`config.mk`:
```
export PLATFORM = sky130hd
export DESIGN_NAME = fetch_unit
export DESIGN_NICKNAME = d
export VERILOG_FILES = /design/src/rtl/fetch_unit.sv
export SDC_FILE = /design/constraint.sdc
export NUM_CORES = 1
export LEC_CHECK = 0
export CAP_MARGIN = 20
export CORE_AREA = 2 2 58 60
export CTS_CLUSTER_DIAMETER = 60
export DETAILED_ROUTE_END_ITERATION = 6
export DIE_AREA = 0 0 60 62
export MAX_ROUTING_LAYER = met4
export PLACE_DENSITY_LB_ADDON = 0.3
export SETUP_SLACK_MARGIN = 0.5
export SYNTH_ARGS = -nofsm -noshare
export SYNTH_HDL_FRONTEND = slang
export SYNTH_SLANG_ARGS = --single-unit
```
`constraint.sdc`:
```
create_clock -name clk -period 2 [get_ports clk]
set_input_delay 0.3 -clock clk [delete_from_list [all_inputs] [get_ports clk]]
set_output_delay 0.3 -clock clk [all_outputs]
set_load 0.005 [all_outputs]
```
`src/rtl/fetch_unit.sv`:
```
// Program counter and fetch stage: drives the instruction memory address, captures the
// returned word into the IR and hands it to decode over a valid/ready handshake.
module fetch_unit #(
    parameter int ADDR_W  = 4,
    parameter int INSTR_W = 16
) (
    input  logic               clk,
    input  logic               rst,
    output logic [ADDR_W-1:0]  pc_out,
    input  logic [INSTR_W-1:0] instr_in,
    output logic [INSTR_W-1:0] ir_out,
    output logic [ADDR_W-1:0]  ir_pc,
    output logic               ir_valid,
    input  logic               ir_ready,
    input  logic               jmp,
    input  logic [ADDR_W-1:0]  jmp_addr,
    input  logic               br_taken,
    input  logic [ADDR_W-1:0]  br_off,
    input  logic               halt_req,
    output logic               halted
);

    typedef enum logic {RUN, HALT} state_e;

    state_e             state_q, state_d;
    logic [ADDR_W-1:0]  pc_q, pc_d;
    logic [INSTR_W-1:0] ir_q, ir_d;
    logic [ADDR_W-1:0]  ir_pc_q, ir_pc_d;
    logic               ir_valid_q, ir_valid_d;

    logic               redirect;
    logic               transfer;
    logic [ADDR_W-1:0]  target;

    // Branch offsets are two's complement, so a plain modular add handles negative values.
    assign redirect = jmp | br_taken;
    assign transfer = ir_valid_q & ir_ready;
    assign target   = jmp ? jmp_addr : (ir_pc_q + br_off);

    always_comb begin
        state_d    = state_q;
        pc_d       = pc_q;
        ir_d       = ir_q;
        ir_pc_d    = ir_pc_q;
        ir_valid_d = ir_valid_q;

        case (state_q)
            RUN: begin
                if (halt_req) begin
                    state_d = HALT;
                    if (redirect) begin
                        pc_d       = target;
                        ir_valid_d = 1'b0;
                    end else if (transfer) begin
                        ir_valid_d = 1'b0;
                    end
                end else if (redirect) begin
                    pc_d       = target;
                    ir_valid_d = 1'b0;
                end else if (!ir_valid_q || ir_ready) begin
                    ir_d       = instr_in;
                    ir_pc_d    = pc_q;
                    ir_valid_d = 1'b1;
                    pc_d       = pc_q + 1'b1;
                end
            end
            HALT: begin
                // Only draining the last IR is still allowed; everything else is frozen.
                if (transfer) begin
                    ir_valid_d = 1'b0;
                end
            end
            default: begin
                state_d = RUN;
            end
        endcase
    end

    always_ff @(posedge clk) begin
        if (rst) begin
            state_q    <= RUN;
            pc_q       <= '0;
            ir_q       <= '0;
            ir_pc_q    <= '0;
            ir_valid_q <= 1'b0;
        end else begin
            state_q    <= state_d;
            pc_q       <= pc_d;
            ir_q       <= ir_d;
            ir_pc_q    <= ir_pc_d;
            ir_valid_q <= ir_valid_d;
        end
    end

    assign pc_out   = pc_q;
    assign ir_out   = ir_q;
    assign ir_pc    = ir_pc_q;
    assign ir_valid = ir_valid_q;
    assign halted   = (state_q == HALT);

endmodule

```
### After elaboration in Yosys (flattened, before gate mapping)

Cells that the tools add are included.

| storage, ports and cells | value |
|---|---|
| RAM bits | 0 |
| memories | 0 |
| output and inout bits | 26 |
| flip-flop bits (word level) | 26 |
| bits in latches | 0 |
| input port bits | 30 |
| bits in read-only memories | 0 |
| logic and storage cells | 32 |

| operators by class | value |
|---|---|
| order comparisons | 0 |
| shift-type cells | 0 |
| multiply operators | 0 |
| divide/modulo/power cells | 0 |
| bitwise operators | 5 |
| equal/unequal tests | 2 |
| reductions and logical operators | 5 |
| add/subtract/negate cells | 2 |
| multiplexer cells | 13 |

Operators by type and width:

| operator | number |
|---|---|
| $mux W4 | 5 |
| $mux W1 | 7 |
| $add A4 B1 Y4 const B | 1 |
| $add A4 B4 Y4 | 1 |
| $ne A4 B4 Y1 const B | 1 |
| $reduce_and A4 Y1 | 1 |
| $not A1 Y1 | 3 |
| $reduce_and A3 Y1 | 1 |
| $ne A2 B1 Y1 const B | 1 |
| $pmux W1 S2 | 1 |
| $reduce_bool A2 Y1 | 1 |
| $and A1 B1 Y1 | 1 |
| $logic_not A1 Y1 | 1 |
| $logic_or A1 B1 Y1 | 1 |
| $or A1 B1 Y1 | 1 |

### Logic depth before layout (Yosys ltp)

| depth | value |
|---|---|
| word-level depth | 6 |
| mapped depth | 7 |
| gate-level depth less buffers | 7 |

### Worst setup path after synthesis

OpenSTA, ideal clock, no wires.

| timing path | value |
|---|---|
| kind | register -> register |
| from | register ir_pc_q[0], in the netlist ir_pc[0] |
| to | register pc_q[1], in the netlist pc_out[1] |
| required time | 1914 ps |
| stages on the path, launching flop included | 8 |
| setup time | 86 ps |
| path buffers | 0 |
| period minus slack after synthesis | 1563 ps |
| arrival | 1477 ps |
| setup slack | 437 ps |
| cells stage by stage | dfxtp_1 > ha_1 > inv_1 > fa_1 > and2b_1 > o21ai_2 > o21ai_1 > a211oi_1 |

| between the ends | value |
|---|---|
| cells in the longest elaborated chain, start to end | 4 |
| elaborated cells on any way between the ends | 5 |
| classes of those cells | 1 x add/sub; 4 x mux |

RTL lines:

| element | RTL line | text |
|---|---|---|
| from (decl) | 28 | `logic [ADDR_W-1:0] ir_pc_q, ir_pc_d;` |
| from (signal assigned) | 90 | `ir_pc_q <= ir_pc_d;` |
| $add A4 B4 Y4 (*) | 38 | `assign target = jmp ? jmp_addr : (ir_pc_q + br_off);` |
| $mux W4 (*) | 38 |  |
| $mux W4, on equally long branches | 57, 51 |  |
| $mux W4 (*) | 49 | `if (halt_req) begin` |
| to (signal assigned) | 88 | `pc_q <= pc_d;` |
| to (decl) | 26 | `logic [ADDR_W-1:0] pc_q, pc_d;` |

Mark *: on every way between the ends. The rest lies on a longest branch, timed or not. The select of a mux whose other input is x is not followed.
A chain may end at the register's enable or synchronous reset.

### Final worst setup path

Ends and elaborated chain as after synthesis.

==> out/qor.txt <==
Status -> completed
Via count -> 1178
Slew Viols, Final -> 0
Setup crit end kind -> flip-flop
Min Clock Period, post-route -> 1.624 ns
Starting density of the core -> 37.23%
Non-filler cells, final -> 251
Largest net degree at the start of global routing -> 27
Syn nets -> 180
Die X -> 60 um
Syn. warnings -> 0
Vias per cell -> 4.693
Crit path buf inv count -> 1
Number of remaining DRC errors -> 0
Sw Share -> 25.06%
First DRT Iteration DRCs -> 31
Antenna fix cells -> 0
Worst-Skew Late Latency -> 0.31 ns
Pint -> 748.3 uW
Number of synthesized flops with an enable pin -> 0
Peak supply drop -> 0.3039 mV
Post-DP HPWL -> 2423 um
Crit Path Class -> reg2reg
IO Port Bufs -> 55
Fmax -> 615.8 MHz
Most numerous cell in the Yosys netlist -> nand2_1
WL/cell -> 12.80 um
H-tree depth -> 1
Vias in the first global route -> 1061
Hold Fails Final Rpt -> 0
Post-synthesis cell type count -> 34
Max stage delay on crit path -> 0.41 ns
Detailed Routing Iterations Pass 1 -> 4
Post-Place Cells -> 244
Combinational Power Share -> 22.9%
Nets@finish -> 242
Cell chain of the critical path -> ha_4, inv_2, fa_2, and2b_1, o21ai_2, o21ai_2, a211oi_2
Max cap viols -> 0
Final worst slack -> 0.3760 ns
Dominant synthesized flop cell -> dfxtp_1
Initial antenna violation count -> 0
Slew headroom -> 81.70%
Post-Route WL -> 3213 um
Area leader, netlist -> dfxtp_1
Top cell type's share of synthesized area -> 43.97%
First-pass GRT wire length -> 4733 um
Placed Area -> 1807 um^2
Worst-case clock buffer depth -> 2
I/O pins -> 56
Hold Worst Slack -> 0.3466 ns
Post-synth top cells -> 40 x nand2_1, 26 x dfxtp_1, 23 x a21oi_1, 7 x nor2_1, 5 x clkbuf_1
Clock share of power -> 21.2%
Ys async rst share -> 0%
Setup crit start kind -> flip-flop
Area contributors post-synth -> dfxtp_1 44%, nand2_1 13%, a21oi_1 9.7%
Clock Pin Slew Worst Setup and Hold Paths -> 0.13 ns
Layout cells sized above 1 -> 23.90%
Height of the die -> 62 um
Hold WC Path Type -> in2reg
Synthesized area -> 1184 um^2
Gp weighted congestion -> 0.8944
Leak Pwr -> 0.9204 nW
Most used cell along the critical path -> o21ai_2
Total grt overflow -> 0
Setup-failing EPs final -> 0
RSZ-0062 raised after global routing -> true
Root Buffer -> clkbuf_4
Rows -> 21
Pwr dens -> 509.0 nW/um^2
Fillcell total -> 253
Crit path DAT -> 1.87 ns
Post-route clock skew -> 0.007073 ns
Syn_area_per_cell -> 8.163 um^2
Sink Count -> 26
CP top delay family -> adder cells
Gate count after technology mapping -> 145
Pre-CTS setup slack -> -0.1247 ns
#FFs+latches synth -> 26
Post-route cell area -> 1962 um^2
Reg power frac -> 55.9%
Die area -> 3720 um^2
Antenna-violating nets left -> 0
Period utilization -> 81.20%
Final Util -> 61.71%
Register area share after synthesis -> 43.97%
Crit Path Max Fanout -> 3
Worst Path Required -> 2.24 ns
Layout Area Growth over Synthesis -> 65.75%
GRT Total Usage -> 17.39%
Core Box Area -> 3179 um^2
Switching power -> 250.3 uW
CP max stage cell -> fa_2
Worst Tran Pin Value -> 0.2745 ns
Cts bufs inserted -> 3
CTS tree -> yes
## metal layers
metal / vias up / GRT usage (%) / share of wire [%]
met5: - / - / 0
met3: 2 / 2.277 / 3.9
met2: 28 / 28.42 / 51
li1: 608 / - / -
met4: 0 / 6.984 / 0.53
met1: 540 / 21.80 / 44
## path summary, 6_finish.rpt
check / start / to / slack, ns / cells after the start
hold reg to reg: ir_out[12] / ir_out[12] / 0.46 / 2
setup reg to reg: ir_pc[0] / pc_out[1] / 0.38 / 7
hold / removal: br_taken / pc_out[3] / 0.35 / 2
setup / recovery: ir_pc[0] / pc_out[1] / 0.38 / 7
## power groups by stage
stage                     clock [mW]  sequential, mW  combinational (mW)
after floorplan                    0           0.570              0.0816
after global placement             0           0.571               0.199
after detailed placement           0           0.572               0.206
after CTS                      0.224           0.555               0.222
after global routing           0.246           0.560               0.248
final                          0.212           0.558               0.229
## registers in the layout, indices dropped and copies added (netlist names)
name and count:
pc_out 4, ir_pc 4, halted 1, ir_valid 1, ir_out 16
## cells by family (layout without fill, tap and decap cells)
group / count (synthesis) / count (layout) / share of synthesized area (%)
compound gates: 36 / 36 / 18.50
xor+xnor: 3 / 3 / 2.220
fa+ha+maj: 5 / 5 / 5.920
buf+inv: 12 / 72 / 5.285
flops: 26 / 26 / 43.97
mux: 2 / 2 / 1.691
simple gates: 61 / 61 / 22.41
## worst reg2reg max path, cell delays in order, from the launching register on
cell	delay, ns
dfxtp_2	0.36
ha_4	0.16
inv_2	0.05
fa_2	0.41
and2b_1	0.18
o21ai_2	0.13
o21ai_2	0.08
a211oi_2	0.18
## cell type report
class | count | area [um^2] | share of cell area, %
Sequential cell | 26 | 555.5 | 28.32
Clock buffer | 3 | 22.52 | 1.148
Timing Repair Buffer | 66 | 659.4 | 33.61
Multi-Input combinational cell | 107 | 655.6 | 33.42
Inverter | 3 | 11.26 | 0.5740
Tap cell | 46 | 57.56 | 2.934
## repair_timing
action / in CTS / in global routing
pin swaps: 2 / 5
resized for setup: 15 / 38
hold buffers: 0 / 0
setup buffers: 4 / 0
setup endpoints to repair: 12 / 35
gates cloned: 0 / 0
## per-stage QoR
step | TNS (ns) | total power, mW
final | 0 | 0.9986
after floorplan | 0 | 0.6517
after CTS | 0 | 1.001
after global placement | 0 | 0.7697
after detailed placement | -0.1406 | 0.7779
after global routing | 0 | 1.054
## cell usage in the layout, fill, tap and decap left out, types with 3 or more instances in the layout
master,Yosys,routed
dlygate4sd2_1,0,5
nand2_1,40,40
nor2b_1,3,3
clkdlybuf4s50_1,0,37
buf_4,0,11
dfxtp_2,0,22
dlymetal6s2s_1,0,13
clkbuf_4,0,3
ha_1,4,3
a21oi_1,23,22
nor2_1,7,6
No activity file was read; power rests on OpenSTA's default activity.
